### config.mk
export PLATFORM = sky130hd
export DESIGN_NAME = sdram_burst_arb_flat
export DESIGN_NICKNAME = d
export VERILOG_FILES = /design/src/rtl/sdram_burst_arb_if.sv /design/src/rtl/sdram_burst_arb.sv /design/src/flat_wrapper.sv
export SDC_FILE = /design/constraint.sdc
export NUM_CORES = 1
export LEC_CHECK = 0
export BUFFER_PORTS_ARGS = -buffer_cell sky130_fd_sc_hd__buf_2
export CAP_MARGIN = 30
export CORE_MARGIN = 2
export CORE_UTILIZATION = 45
export DETAILED_ROUTE_END_ITERATION = 6
export GPL_TIMING_DRIVEN = 1
export MAX_ROUTING_LAYER = met4
export PLACE_DENSITY = 0.66
export SKIP_LAST_GASP = 1
export SLEW_MARGIN = 25
export SYNTH_ARGS = -nofsm -noshare
export SYNTH_HDL_FRONTEND = slang
export SYNTH_SLANG_ARGS = --single-unit
export TNS_END_PERCENT = 50
### constraint.sdc
create_clock -name clk -period 2.95 [get_ports clk]
set_clock_uncertainty 0.05 [all_clocks]
set_input_delay 0.885 -clock clk [delete_from_list [all_inputs] [get_ports clk]]
set_output_delay 0.885 -clock clk [all_outputs]
set_load 0.005 [all_outputs]
### src/rtl/sdram_burst_arb_if.sv
// Handshake and status bundle between the burst arbiter (master) and the
// FIFO/sdram_top side of the SDRAM test datapath (slave).
interface sdram_burst_arb_if;
  logic [8:0]  wrf_use;
  logic [8:0]  rdf_use;
  logic        rd_enable;
  logic        sdram_wr_ack;
  logic        sdram_rd_ack;
  logic        sdram_wr_req;
  logic        sdram_rd_req;
  logic [21:0] sys_addr;
  logic [21:0] fill_words;
  logic        busy;
  logic        err_timeout;

  modport master (
    input  wrf_use, rdf_use, rd_enable, sdram_wr_ack, sdram_rd_ack,
    output sdram_wr_req, sdram_rd_req, sys_addr, fill_words, busy, err_timeout
  );

  modport slave (
    output wrf_use, rdf_use, rd_enable, sdram_wr_ack, sdram_rd_ack,
    input  sdram_wr_req, sdram_rd_req, sys_addr, fill_words, busy, err_timeout
  );
endinterface

### src/rtl/sdram_burst_arb.sv
// Round-robin scheduler of SDRAM write/read bursts over a circular region,
// tracking written-but-unread words so reads never overtake writes.
module sdram_burst_arb #(
  parameter int unsigned BURST_LEN  = 8,
  parameter int unsigned FIFO_DEPTH = 256,
  parameter logic [21:0] BASE_ADDR  = 22'h000000,
  parameter logic [21:0] SPAN       = 22'h000800,
  parameter int unsigned TIMEOUT    = 1023
) (
  input  logic               clk,
  input  logic               rst,
  sdram_burst_arb_if.master  bus
);

  localparam logic [21:0] BURST_W  = 22'(BURST_LEN);
  localparam logic [8:0]  BURST_U  = 9'(BURST_LEN);
  localparam logic [21:0] FILL_MAX = SPAN - BURST_W;
  localparam logic [8:0]  RDF_MAX  = 9'(FIFO_DEPTH - BURST_LEN);
  localparam int          TW       = (TIMEOUT > 1) ? $clog2(TIMEOUT) : 1;
  localparam logic [TW-1:0] TIMER_LAST = TW'(TIMEOUT - 1);

  typedef enum logic [2:0] {
    IDLE,
    WR_REQ,
    WR_XFER,
    RD_REQ,
    RD_XFER
  } state_t;

  state_t        state_reg;
  logic [21:0]   wr_ptr_reg;
  logic [21:0]   rd_ptr_reg;
  logic [21:0]   fill_reg;
  logic [21:0]   addr_reg;
  logic [TW-1:0] timer_reg;
  logic          last_wr_reg;
  logic          wr_req_reg;
  logic          rd_req_reg;
  logic          busy_reg;
  logic          err_reg;

  logic wr_ok;
  logic rd_ok;

  assign wr_ok = (bus.wrf_use >= BURST_U) && (fill_reg <= FILL_MAX);
  assign rd_ok = bus.rd_enable && (fill_reg >= BURST_W) && (bus.rdf_use <= RDF_MAX);

  // Sum is formed one bit wider so a region ending at the top of the
  // address space still wraps correctly.
  function automatic logic [21:0] advance(input logic [21:0] ptr);
    logic [22:0] sum;
    sum = {1'b0, ptr} + {1'b0, BURST_W};
    if (sum >= ({1'b0, BASE_ADDR} + {1'b0, SPAN}))
      advance = BASE_ADDR;
    else
      advance = sum[21:0];
  endfunction

  always_ff @(posedge clk) begin
    if (rst) begin
      state_reg   <= IDLE;
      wr_ptr_reg  <= BASE_ADDR;
      rd_ptr_reg  <= BASE_ADDR;
      fill_reg    <= '0;
      addr_reg    <= '0;
      timer_reg   <= '0;
      last_wr_reg <= 1'b0;
      wr_req_reg  <= 1'b0;
      rd_req_reg  <= 1'b0;
      busy_reg    <= 1'b0;
      err_reg     <= 1'b0;
    end else begin
      case (state_reg)
        IDLE: begin
          timer_reg <= '0;
          // last_wr_reg only moves on a contested grant
          if (wr_ok && (!rd_ok || !last_wr_reg)) begin
            state_reg  <= WR_REQ;
            wr_req_reg <= 1'b1;
            addr_reg   <= wr_ptr_reg;
            busy_reg   <= 1'b1;
            if (rd_ok)
              last_wr_reg <= 1'b1;
          end else if (rd_ok) begin
            state_reg  <= RD_REQ;
            rd_req_reg <= 1'b1;
            addr_reg   <= rd_ptr_reg;
            busy_reg   <= 1'b1;
            if (wr_ok)
              last_wr_reg <= 1'b0;
          end
        end

        WR_REQ: begin
          if (bus.sdram_wr_ack) begin
            state_reg  <= WR_XFER;
            wr_req_reg <= 1'b0;
          end else if (timer_reg == TIMER_LAST) begin
            state_reg  <= IDLE;
            wr_req_reg <= 1'b0;
            busy_reg   <= 1'b0;
            err_reg    <= 1'b1;
          end else begin
            timer_reg <= timer_reg + 1'b1;
          end
        end

        WR_XFER: begin
          if (!bus.sdram_wr_ack) begin
            state_reg  <= IDLE;
            busy_reg   <= 1'b0;
            wr_ptr_reg <= advance(wr_ptr_reg);
            fill_reg   <= fill_reg + BURST_W;
          end
        end

        RD_REQ: begin
          if (bus.sdram_rd_ack) begin
            state_reg  <= RD_XFER;
            rd_req_reg <= 1'b0;
          end else if (timer_reg == TIMER_LAST) begin
            state_reg  <= IDLE;
            rd_req_reg <= 1'b0;
            busy_reg   <= 1'b0;
            err_reg    <= 1'b1;
          end else begin
            timer_reg <= timer_reg + 1'b1;
          end
        end

        RD_XFER: begin
          if (!bus.sdram_rd_ack) begin
            state_reg  <= IDLE;
            busy_reg   <= 1'b0;
            rd_ptr_reg <= advance(rd_ptr_reg);
            fill_reg   <= fill_reg - BURST_W;
          end
        end

        default: begin
          state_reg  <= IDLE;
          wr_req_reg <= 1'b0;
          rd_req_reg <= 1'b0;
          busy_reg   <= 1'b0;
        end
      endcase
    end
  end

  assign bus.sdram_wr_req = wr_req_reg;
  assign bus.sdram_rd_req = rd_req_reg;
  assign bus.sys_addr     = addr_reg;
  assign bus.fill_words   = fill_reg;
  assign bus.busy         = busy_reg;
  assign bus.err_timeout  = err_reg;

endmodule

### src/flat_wrapper.sv
// flat-port wrapper written by rule: the top's interface ports become plain ports
module sdram_burst_arb_flat 
#(
  parameter int unsigned BURST_LEN  = 8,
  parameter int unsigned FIFO_DEPTH = 256,
  parameter logic [21:0] BASE_ADDR  = 22'h000000,
  parameter logic [21:0] SPAN       = 22'h000800,
  parameter int unsigned TIMEOUT    = 1023
)
  (clk, rst, bus_wrf_use, bus_rdf_use, bus_rd_enable, bus_sdram_wr_ack, bus_sdram_rd_ack, bus_sdram_wr_req, bus_sdram_rd_req, bus_sys_addr, bus_fill_words, bus_busy, bus_err_timeout);
  sdram_burst_arb_if bus_i ();
  input  logic clk;
  input  logic rst;
  input wire logic [$bits(bus_i.wrf_use)-1:0] bus_wrf_use;
  input wire logic [$bits(bus_i.rdf_use)-1:0] bus_rdf_use;
  input wire logic [$bits(bus_i.rd_enable)-1:0] bus_rd_enable;
  input wire logic [$bits(bus_i.sdram_wr_ack)-1:0] bus_sdram_wr_ack;
  input wire logic [$bits(bus_i.sdram_rd_ack)-1:0] bus_sdram_rd_ack;
  output wire logic [$bits(bus_i.sdram_wr_req)-1:0] bus_sdram_wr_req;
  output wire logic [$bits(bus_i.sdram_rd_req)-1:0] bus_sdram_rd_req;
  output wire logic [$bits(bus_i.sys_addr)-1:0] bus_sys_addr;
  output wire logic [$bits(bus_i.fill_words)-1:0] bus_fill_words;
  output wire logic [$bits(bus_i.busy)-1:0] bus_busy;
  output wire logic [$bits(bus_i.err_timeout)-1:0] bus_err_timeout;
  assign bus_i.wrf_use = bus_wrf_use;
  assign bus_i.rdf_use = bus_rdf_use;
  assign bus_i.rd_enable = bus_rd_enable;
  assign bus_i.sdram_wr_ack = bus_sdram_wr_ack;
  assign bus_i.sdram_rd_ack = bus_sdram_rd_ack;
  assign bus_sdram_wr_req = bus_i.sdram_wr_req;
  assign bus_sdram_rd_req = bus_i.sdram_rd_req;
  assign bus_sys_addr = bus_i.sys_addr;
  assign bus_fill_words = bus_i.fill_words;
  assign bus_busy = bus_i.busy;
  assign bus_err_timeout = bus_i.err_timeout;
  sdram_burst_arb #(.BURST_LEN(BURST_LEN), .FIFO_DEPTH(FIFO_DEPTH), .BASE_ADDR(BASE_ADDR), .SPAN(SPAN), .TIMEOUT(TIMEOUT)) u_core (.clk(clk), .rst(rst), .bus(bus_i));
endmodule
; Yosys cells after proc, flatten, opt, wreduce, memory -nomap -nowiden
; Index checks and enable logic that the tools add are counted.
[op_classes]
order_cmp = 6
reduce_logical = 26
bitwise = 4
mux = 41
addsub = 5
eq_ne = 15
[op_table]
columns = cell, count
row1 = $mux W22, 6
row2 = $add A22 B4 Y23 const B, 2
row3 = $ge A23 B12 Y1 const B, 2
row4 = $pmux W22 S2, 1
row5 = $mux W10, 3
row6 = $pmux W10 S3, 1
row7 = $add A22 B4 Y22 const B, 1
row8 = $ge A22 B4 Y1 const B, 1
row9 = $le A22 B11 Y1 const B, 1
row10 = $sub A22 B4 Y22 const B, 1
row11 = $mux W3, 7
row12 = $mux W1, 18
row13 = $reduce_and A3 Y1, 6
row14 = $pmux W3 S5, 1
row15 = $add A10 B1 Y10 const B, 1
row16 = $eq A10 B10 Y1 const B, 1
row17 = $ne A2 B2 Y1 const B, 5
row18 = $ge A9 B4 Y1 const B, 1
row19 = $le A9 B8 Y1 const B, 1
row20 = $reduce_bool A2 Y1, 4
row21 = $eq A3 B2 Y1 const B, 2
row22 = $ne A3 B2 Y1 const B, 2
row23 = $pmux W1 S3, 2
row24 = $reduce_and A2 Y1, 3
row25 = 15 further kinds, 24
[word_totals]
ff_bits = 106

; Logic depth before layout (Yosys ltp)
; Gate-level depths: netlist (run 1).
[depth]
depth_word = 8
depth_mapped = 9
ltp_nobuf = 8

; Least setup slack after synthesis (run 1)
; No wires, ideal clock.
[synth_path]
path_type = input -> register
start = input bus_wrf_use[6]
end = register u_core.addr_reg[5] (netlist: u_core.bus.sys_addr[5])
required_ns = 2.809
stages = 7
slack_ns = 0.374
setup_ns = 0.091
t_arrival_ns = 2.435
cell_sequence = or4_1 > nor3_1 > a2111o_1 > o21bai_1 > clkbuf_1 > nand2_1 > a311oi_1
[synth_between]
elab_chain_len = 5
word_cells_on_any_way = 6
[synth_rtl]
columns = element, line
row1 = "start, declared", flat_wrapper.sv:14  ; input wire logic [$bits(bus_i.wrf_use)-1:0] bus_wrf_use;
row2 = $ge A9 B4 Y1 (*), sdram_burst_arb.sv:45  ; assign wr_ok = (bus.wrf_use >= BURST_U) && (fill_reg <= FILL_MAX);
row3 = $logic_and A1 B1 Y1 (*), sdram_burst_arb.sv:45
row4 = $logic_and A1 B1 Y1 (*), sdram_burst_arb.sv:77  ; if (wr_ok && (!rd_ok || !last_wr_reg)) begin
row5 = $reduce_bool A2 Y1 (no line), --
row6 = $reduce_and A2 Y1 (no line), --
row7 = "end signal, assigned", sdram_burst_arb.sv:80  ; addr_reg <= wr_ptr_reg;
row8 = "end signal, assigned", sdram_burst_arb.sv:87  ; addr_reg <= rd_ptr_reg;
row9 = "end, declared", sdram_burst_arb.sv:34  ; logic [21:0] addr_reg;
; Mark *: on every way between the ends. The rest lies on a longest branch, timed or not.
; A chain may end at the register's enable or synchronous reset.

; Worst setup path after layout (run 1)
[layout_path]
start = register u_core.fill_reg[18] (netlist: u_core.bus.fill_words[18])
end = register u_core.addr_reg[4] (netlist: u_core.bus.sys_addr[4])
[layout_between]
elab_chain_len = 8
word_cells_on_any_way = 11
[layout_rtl]
columns = element, line
row1 = "start, declared", sdram_burst_arb.sv:33  ; logic [21:0] fill_reg;
row2 = "start signal, assigned", sdram_burst_arb.sv:113  ; fill_reg <= fill_reg + BURST_W;
row3 = "start signal, assigned", sdram_burst_arb.sv:136  ; fill_reg <= fill_reg - BURST_W;
row4 = $ge A22 B4 Y1, sdram_burst_arb.sv:46  ; assign rd_ok = bus.rd_enable && (fill_reg >= BURST_W) && (bus.rdf_use <= RDF_MAX);
row5 = $logic_and A1 B1 Y1 (2 in a row), sdram_burst_arb.sv:46
row6 = $logic_not A1 Y1, sdram_burst_arb.sv:77
row7 = $logic_or A1 B1 Y1, sdram_burst_arb.sv:77
row8 = $logic_and A1 B1 Y1, sdram_burst_arb.sv:77
row9 = $reduce_bool A2 Y1 (no line), --
row10 = $reduce_and A2 Y1 (no line), --
; Parallel ways exist; a longest one is shown, timed or not.

==> flow_metrics.env, run 1 <==
export IMPL_antenna_found_initial=0
export IMPL_grt_usage_pct=21.7
export IMPL_p_leak_uw=0.00224
export IMPL_syn_to_final_growth_pct=11.7
export IMPL_cp_end_kind="flip-flop"
export IMPL_drcViolationCount=0
export IMPL_yosysTopAreaCellShare_pct=37.2
export IMPL_ys_ff_latch=94
export IMPL_setup_viol=0
export IMPL_cts_hold_buf=0
export IMPL_drt_initial_drc_count=252
export IMPL_via_per_inst=5.65
export IMPL_yosys_top_cells_count="dfxtp_1 (94), nor2_1 (85), nand2_1 (83)"
export IMPL_first_global_vias=4190
export IMPL_cap_violations=0
export IMPL_finalWorstPathRequiredPeriod_ns=2.72
export IMPL_worst_slew_pin_slew_ns=0.567
export IMPL_synth_cells=637
export IMPL_clkTransAtPathRegs_ns=0.09
export IMPL_dp_hpwl_mm=8.61
export IMPL_vias=4654
export IMPL_fin_ws_ns=0.228
export IMPL_cp_arrival_ns=2.93
export IMPL_cts_buffers=9
export IMPL_synth_ff_type="dfxtp_1"
export IMPL_dr_pass1_iters=7
export IMPL_n_antenna_cell=0
export IMPL_crit_family="compound AO/OA/AOI/OAI gates"
export IMPL_max_freq_mhz=367
export IMPL_max_stage_delay_ns=0.54
export IMPL_synth_cell_types=62
export IMPL_cp_required_ns=3.16
export IMPL_pwr_share_seq_pct=54.4
export IMPL_path_cells="or4_1 -> or2_1 -> a2111o_1 -> buf_4 -> a21oi_4 -> buf_12 -> nor2_1 -> a311oi_1"
export IMPL_die_w_um=110
export IMPL_io_pins=71
export IMPL_finalCritPeriodShare_pct=92.3
export IMPL_crit_type="flip-flop to flip-flop"
export IMPL_slew_headroom_pct=61.8
export IMPL_worstSetupStartpointType="flip-flop"
export IMPL_final_hold_viol_count=0
export IMPL_hold_class="flip-flop to flip-flop"
export IMPL_p_clk_share_pct=32.3
export IMPL_design_area_um2=5640
export IMPL_clkSinkCount=94
export IMPL_fillers=1047
export IMPL_p_comb_share_pct=13.3
export IMPL_die_area_um2=12100
export IMPL_yosysTopAreaCell="dfxtp_1"
export IMPL_insertion_delay_ns=0.36
export IMPL_drive_above_1_share_pct=15.1
export IMPL_power_density_nw_per_um2=451
export IMPL_path_buf_inv=2
export IMPL_cp_slowest_cell="or4_1"
export IMPL_htreeDepth=3
export IMPL_place_area_um2=5450
export IMPL_coreArea_um2=10900
export IMPL_wl_mm=12.1
export IMPL_syn_cell_area_um2=5050
export IMPL_tritoncts="yes"
export IMPL_fin_setup_tns_ns=0
export IMPL_crit_fanout=34
export IMPL_hold_ws_ns=0.448
export IMPL_power_uw=2550
export IMPL_grt_ovfl_total=0
export IMPL_synth_warnings=0
export IMPL_status="finished, final reports clean"
export IMPL_p_sw_share_pct=27.5
export IMPL_async_flop_share_pct=0
export IMPL_grt_start_max_net_pins=35
export IMPL_switchingPower_uw=699
export IMPL_rsz0062_at_grt="false"
export IMPL_yosysMostFrequentCell="dfxtp_1"
export IMPL_wl_per_cell_um=14.7
export IMPL_cts_root_buffer="clkbuf_8"
export IMPL_synth_area_top_cells="dfxtp_1 (37%), nor2_1 (6.3%), nand2_1 (6.2%), xor2_1 (5.0%), nand3_1 (3.6%)"
export IMPL_cts_path_max_buffers=2
export IMPL_peakVddDrop_uv=202
export IMPL_rows=38
export IMPL_finish_net_count=708
export IMPL_portBuffers=61
export IMPL_slew_viol_final=0
export IMPL_initial_core_util_pct=46.4
export IMPL_synth_edf_count=0
export IMPL_pre_cts_slack_ns=0.137
export IMPL_die_height_um=110
export IMPL_syn_mean_instance_area_um2=7.93
export IMPL_grt_pass1_wl_mm=20.2
export IMPL_antenna_left=0
export IMPL_internal_power_uw=1850
export IMPL_gp_congestion=0.887
export IMPL_synth_seq_area_share_pct=37.2
cells by family after synthesis:
logic type                 Yosys count  share of synthesized area (%)
other                                1                         0.0742
muxes                                5                           1.02
DFF                                 94                           37.2
xor gates and xnor gates            45                           7.80
AOI/OAI and AO/OA                   97                           14.3
adders and majority gates            7                           1.73
and+or+nand+nor                    330                           32.5
buffers and inverters               58                           5.27
routing by layer:
layer  vias to the layer above  track usage (%)  wire (µm)
met1                      2192             30.9       6120
li1                       2339                -          -
met4                         0             6.15        141
met3                        11             4.17        554
met2                       112             31.2       5290
met5                         -                -          0
worst reg2reg max path, stage by stage (launching register included):
cell and delay (ns):
dfxtp_1 0.38, or4_1 0.54, or2_1 0.28, a2111o_1 0.35, buf_4 0.18, a21oi_4 0.27
buf_12 0.23, nor2_1 0.07, a311oi_1 0.28
final timing paths:
path                                                start                endpoint  slack (ns)  cells past startpoint
worst min register to register     u_core.bus.err_timeout  u_core.bus.err_timeout        0.45                      2
worst min-delay path               u_core.bus.err_timeout  u_core.bus.err_timeout        0.45                      2
worst max-delay path            u_core.bus.fill_words[18]  u_core.bus.sys_addr[4]        0.23                      8
worst max register to register  u_core.bus.fill_words[18]  u_core.bus.sys_addr[4]        0.23                      8
layout make-up:
class	instances	area [µm²]	area share, %
Sequential cell	94	1880	33.3
Clock inverter	3	17.5	0.310
Inverter	7	26.3	0.466
Timing Repair Buffer	76	443	7.85
Multi-Input combinational cell	490	2930	51.9
Tap cell	140	175	3.10
Clock buffer	13	169	2.99
power groups by stage:
stage,clock [µW],sequential [µW],combinational [µW]
finish,823,1380,339
global route,899,1390,384
CTS,847,1380,338
detailed placement,0,1410,337
global placement,0,1410,332
floorplan,0,1390,240
stage by stage:
| step | utilization, % | instances |
|---|---|---|
| final | 51.8 | 823 |
| after global routing | 51.8 | 823 |
| after CTS | 51.8 | 823 |
| after detailed placement | 50.1 | 807 |
| after global placement | 50.1 | 807 |
| after floorplan | - | 642 |
placed cells by master (no fill, tap or decap), drive strengths merged, types with 3 or more instances in the layout:
cell     instances
nand4b           4
o21ai           12
o21bai           3
and4             9
and2            21
clkbuf          13
nor3b            5
buf             76
o2111ai          3
nor4             9
conb             6
a311oi          20
nor2            85
a21oi           24
a31oi            4
ha               7
and3             7
inv              7
mux2i            4
nor2b            3
dfxtp           94
or2              5
xnor2           16
or3             10
o41ai            4
nor3            15
nand2b           5
o22ai            3
xor2            29
nand3           36
nand2           83
nand4           25
timing repair:
action,4_1_cts,5_1_grt
setup buffers,0,0
gates resized for setup,0,1
hold endpoints to repair,0,0
setup endpoints to repair,0,1
Note: power is estimated with default switching activity, not from simulation.
==> inputs of run 2 (changes only) <==
Settings changed: CORE_ASPECT_RATIO from default to 1.4, CTS_BUF_LIST from default to sky130_fd_sc_hd__clkbuf_4 sky130_fd_sc_hd__clkbuf_8.
Clock period 2.95 ns to 3.5 ns, I/O delays scaled along.
==> flow_metrics.env, run 2 (synthesis results as in run 1) <==
export IMPL_path_buf_inv=1
export IMPL_hold_class="flip-flop to flip-flop"
export IMPL_finish_net_count=703
export IMPL_ctsResizeCount=0
export IMPL_cp_end_kind="flip-flop"
export IMPL_cts_path_max_buffers=2
export IMPL_cp_arrival_ns=2.91
export IMPL_path_cells="or4_1 -> or2_1 -> a2111o_1 -> a21oi_2 -> buf_4 -> nor2_1 -> a311oi_1"
export IMPL_grt_usage_pct=21.8
export IMPL_finalWorstPathRequiredPeriod_ns=2.70
export IMPL_grt_use_met3_pct=3.55
export IMPL_top_usage_layer="met2"
export IMPL_worstSetupStartpointType="flip-flop"
export IMPL_cp_slowest_cell="or4_1"
export IMPL_crit_family="simple AND/OR/NAND/NOR gates"
export IMPL_insertion_delay_ns=0.36
export IMPL_cap_violations=0
export IMPL_fin_setup_tns_ns=0
export IMPL_vias=4688
export IMPL_portBuffers=61
export IMPL_die_area_um2=12100
export IMPL_grt_start_max_net_pins=41
export IMPL_rows=45
export IMPL_coreArea_um2=10900
export IMPL_initial_core_util_pct=46.3
export IMPL_power_density_nw_per_um2=390
export IMPL_finalCritPeriodShare_pct=77.1
export IMPL_first_global_vias=4369
export IMPL_clkSinkCount=94
export IMPL_cp_required_ns=3.71
export IMPL_cts_setup_buffers=0
export IMPL_htreeDepth=3
export IMPL_gp_congestion=0.934
export IMPL_peakVddDrop_uv=171
export IMPL_io_pins=71
export IMPL_final_cell_mix="dfxtp_1 (94), nor2_1 (85), nand2_1 (83), buf_2 (61), nand3_1 (36)"
export IMPL_cts_hold_buf=0
export IMPL_antenna_found_initial=0
export IMPL_cts_buffers=9
export IMPL_tritoncts="yes"
export IMPL_crit_type="flip-flop to flip-flop"
export IMPL_slew_viol_final=0
export IMPL_die_w_um=93.6
export IMPL_p_leak_uw=0.00221
export IMPL_pre_cts_slack_ns=0.477
export IMPL_crit_fanout=40
export IMPL_setup_viol=0
export IMPL_rsz0062_at_grt="false"
export IMPL_drcViolationCount=0
export IMPL_via_per_inst=5.73
export IMPL_grt_pass1_wl_mm=20.8
export IMPL_ff2ff_setup_slack_ns=0.80
export IMPL_wl_mm=12.4
export IMPL_dr_pass1_iters=4
export IMPL_die_height_um=129
export IMPL_max_stage_delay_ns=0.57
export IMPL_syn_to_final_growth_pct=10.6
export IMPL_clkTransAtPathRegs_ns=0.09
export IMPL_drive_above_1_share_pct=14.5
export IMPL_status="finished, final reports clean"
export IMPL_dp_hpwl_mm=9.02
export IMPL_worst_slew_pin_slew_ns=0.616
export IMPL_grt_ovfl_total=0
export IMPL_wl_per_cell_um=15.1
export IMPL_drt_initial_drc_count=279
export IMPL_cts_root_buffer="clkbuf_8"
export IMPL_antenna_left=0
export IMPL_max_freq_mhz=371
export IMPL_use_met2_pct=37.1
export IMPL_met1_usage_pct=25.8
export IMPL_slew_headroom_pct=58.9
export IMPL_final_hold_viol_count=0
export IMPL_mostFrequentLayoutCell="dfxtp_1"
export IMPL_fin_ws_ns=0.801
export IMPL_n_antenna_cell=0
[run 2: worst min-delay path: stages (launching register included)]
cell	delay, ns
dfxtp_1	0.34
a21oi_1	0.04
nor2_1	0.07
[run 2: worst paths after layout]
check,from,end,depth (start not counted)
min reg2reg,u_core.bus.err_timeout,u_core.bus.err_timeout,2
max,u_core.bus.fill_words[17],u_core.bus.sys_addr[6],7
max reg2reg,u_core.bus.fill_words[17],u_core.bus.sys_addr[6],7
min,u_core.bus.err_timeout,u_core.bus.err_timeout,2
[run 2: per-layer routing]
layer / up-vias / share of wire (%)
met1: 2212 / 42
met4: 0 / 2.2
met3: 22 / 4.8
met2: 132 / 51
li1: 2322 / -
met5: - / 0
[run 2: power breakdown]
group / total (µW) / switching [µW] / internal (µW)
Sequential: 1160 / 45.4 / 1120
Combinational: 276 / 162 / 114
Clock: 740 / 366 / 374
Total: 2180 / 573 / 1610
[run 2: final cells by class]
| class | instances | area, µm² |
|---|---|---|
| Multi-Input combinational cell | 490 | 2920 |
| Clock buffer | 12 | 159 |
| Tap cell | 141 | 176 |
| Sequential cell | 94 | 1880 |
| Inverter | 7 | 26.3 |
| Timing Repair Buffer | 71 | 380 |
| Fill cell | 1077 | 5330 |
| Clock inverter | 3 | 43.8 |
[run 2: stage by stage]
| step | cell area (µm²) | total power [µW] | instances | utilization [%] | hold slack, ns |
|---|---|---|---|---|---|
| floorplan | 5070 | 1370 | 642 | - | 0.410 |
| global placement | 5390 | 1460 | 803 | 49.3 | 0.400 |
| detailed placement | 5390 | 1470 | 803 | 49.3 | 0.415 |
| CTS | 5590 | 2210 | 818 | 51.2 | 0.434 |
| global route | 5590 | 2290 | 818 | 51.2 | 0.473 |
| finish | 5590 | 2180 | 818 | 51.2 | 0.429 |
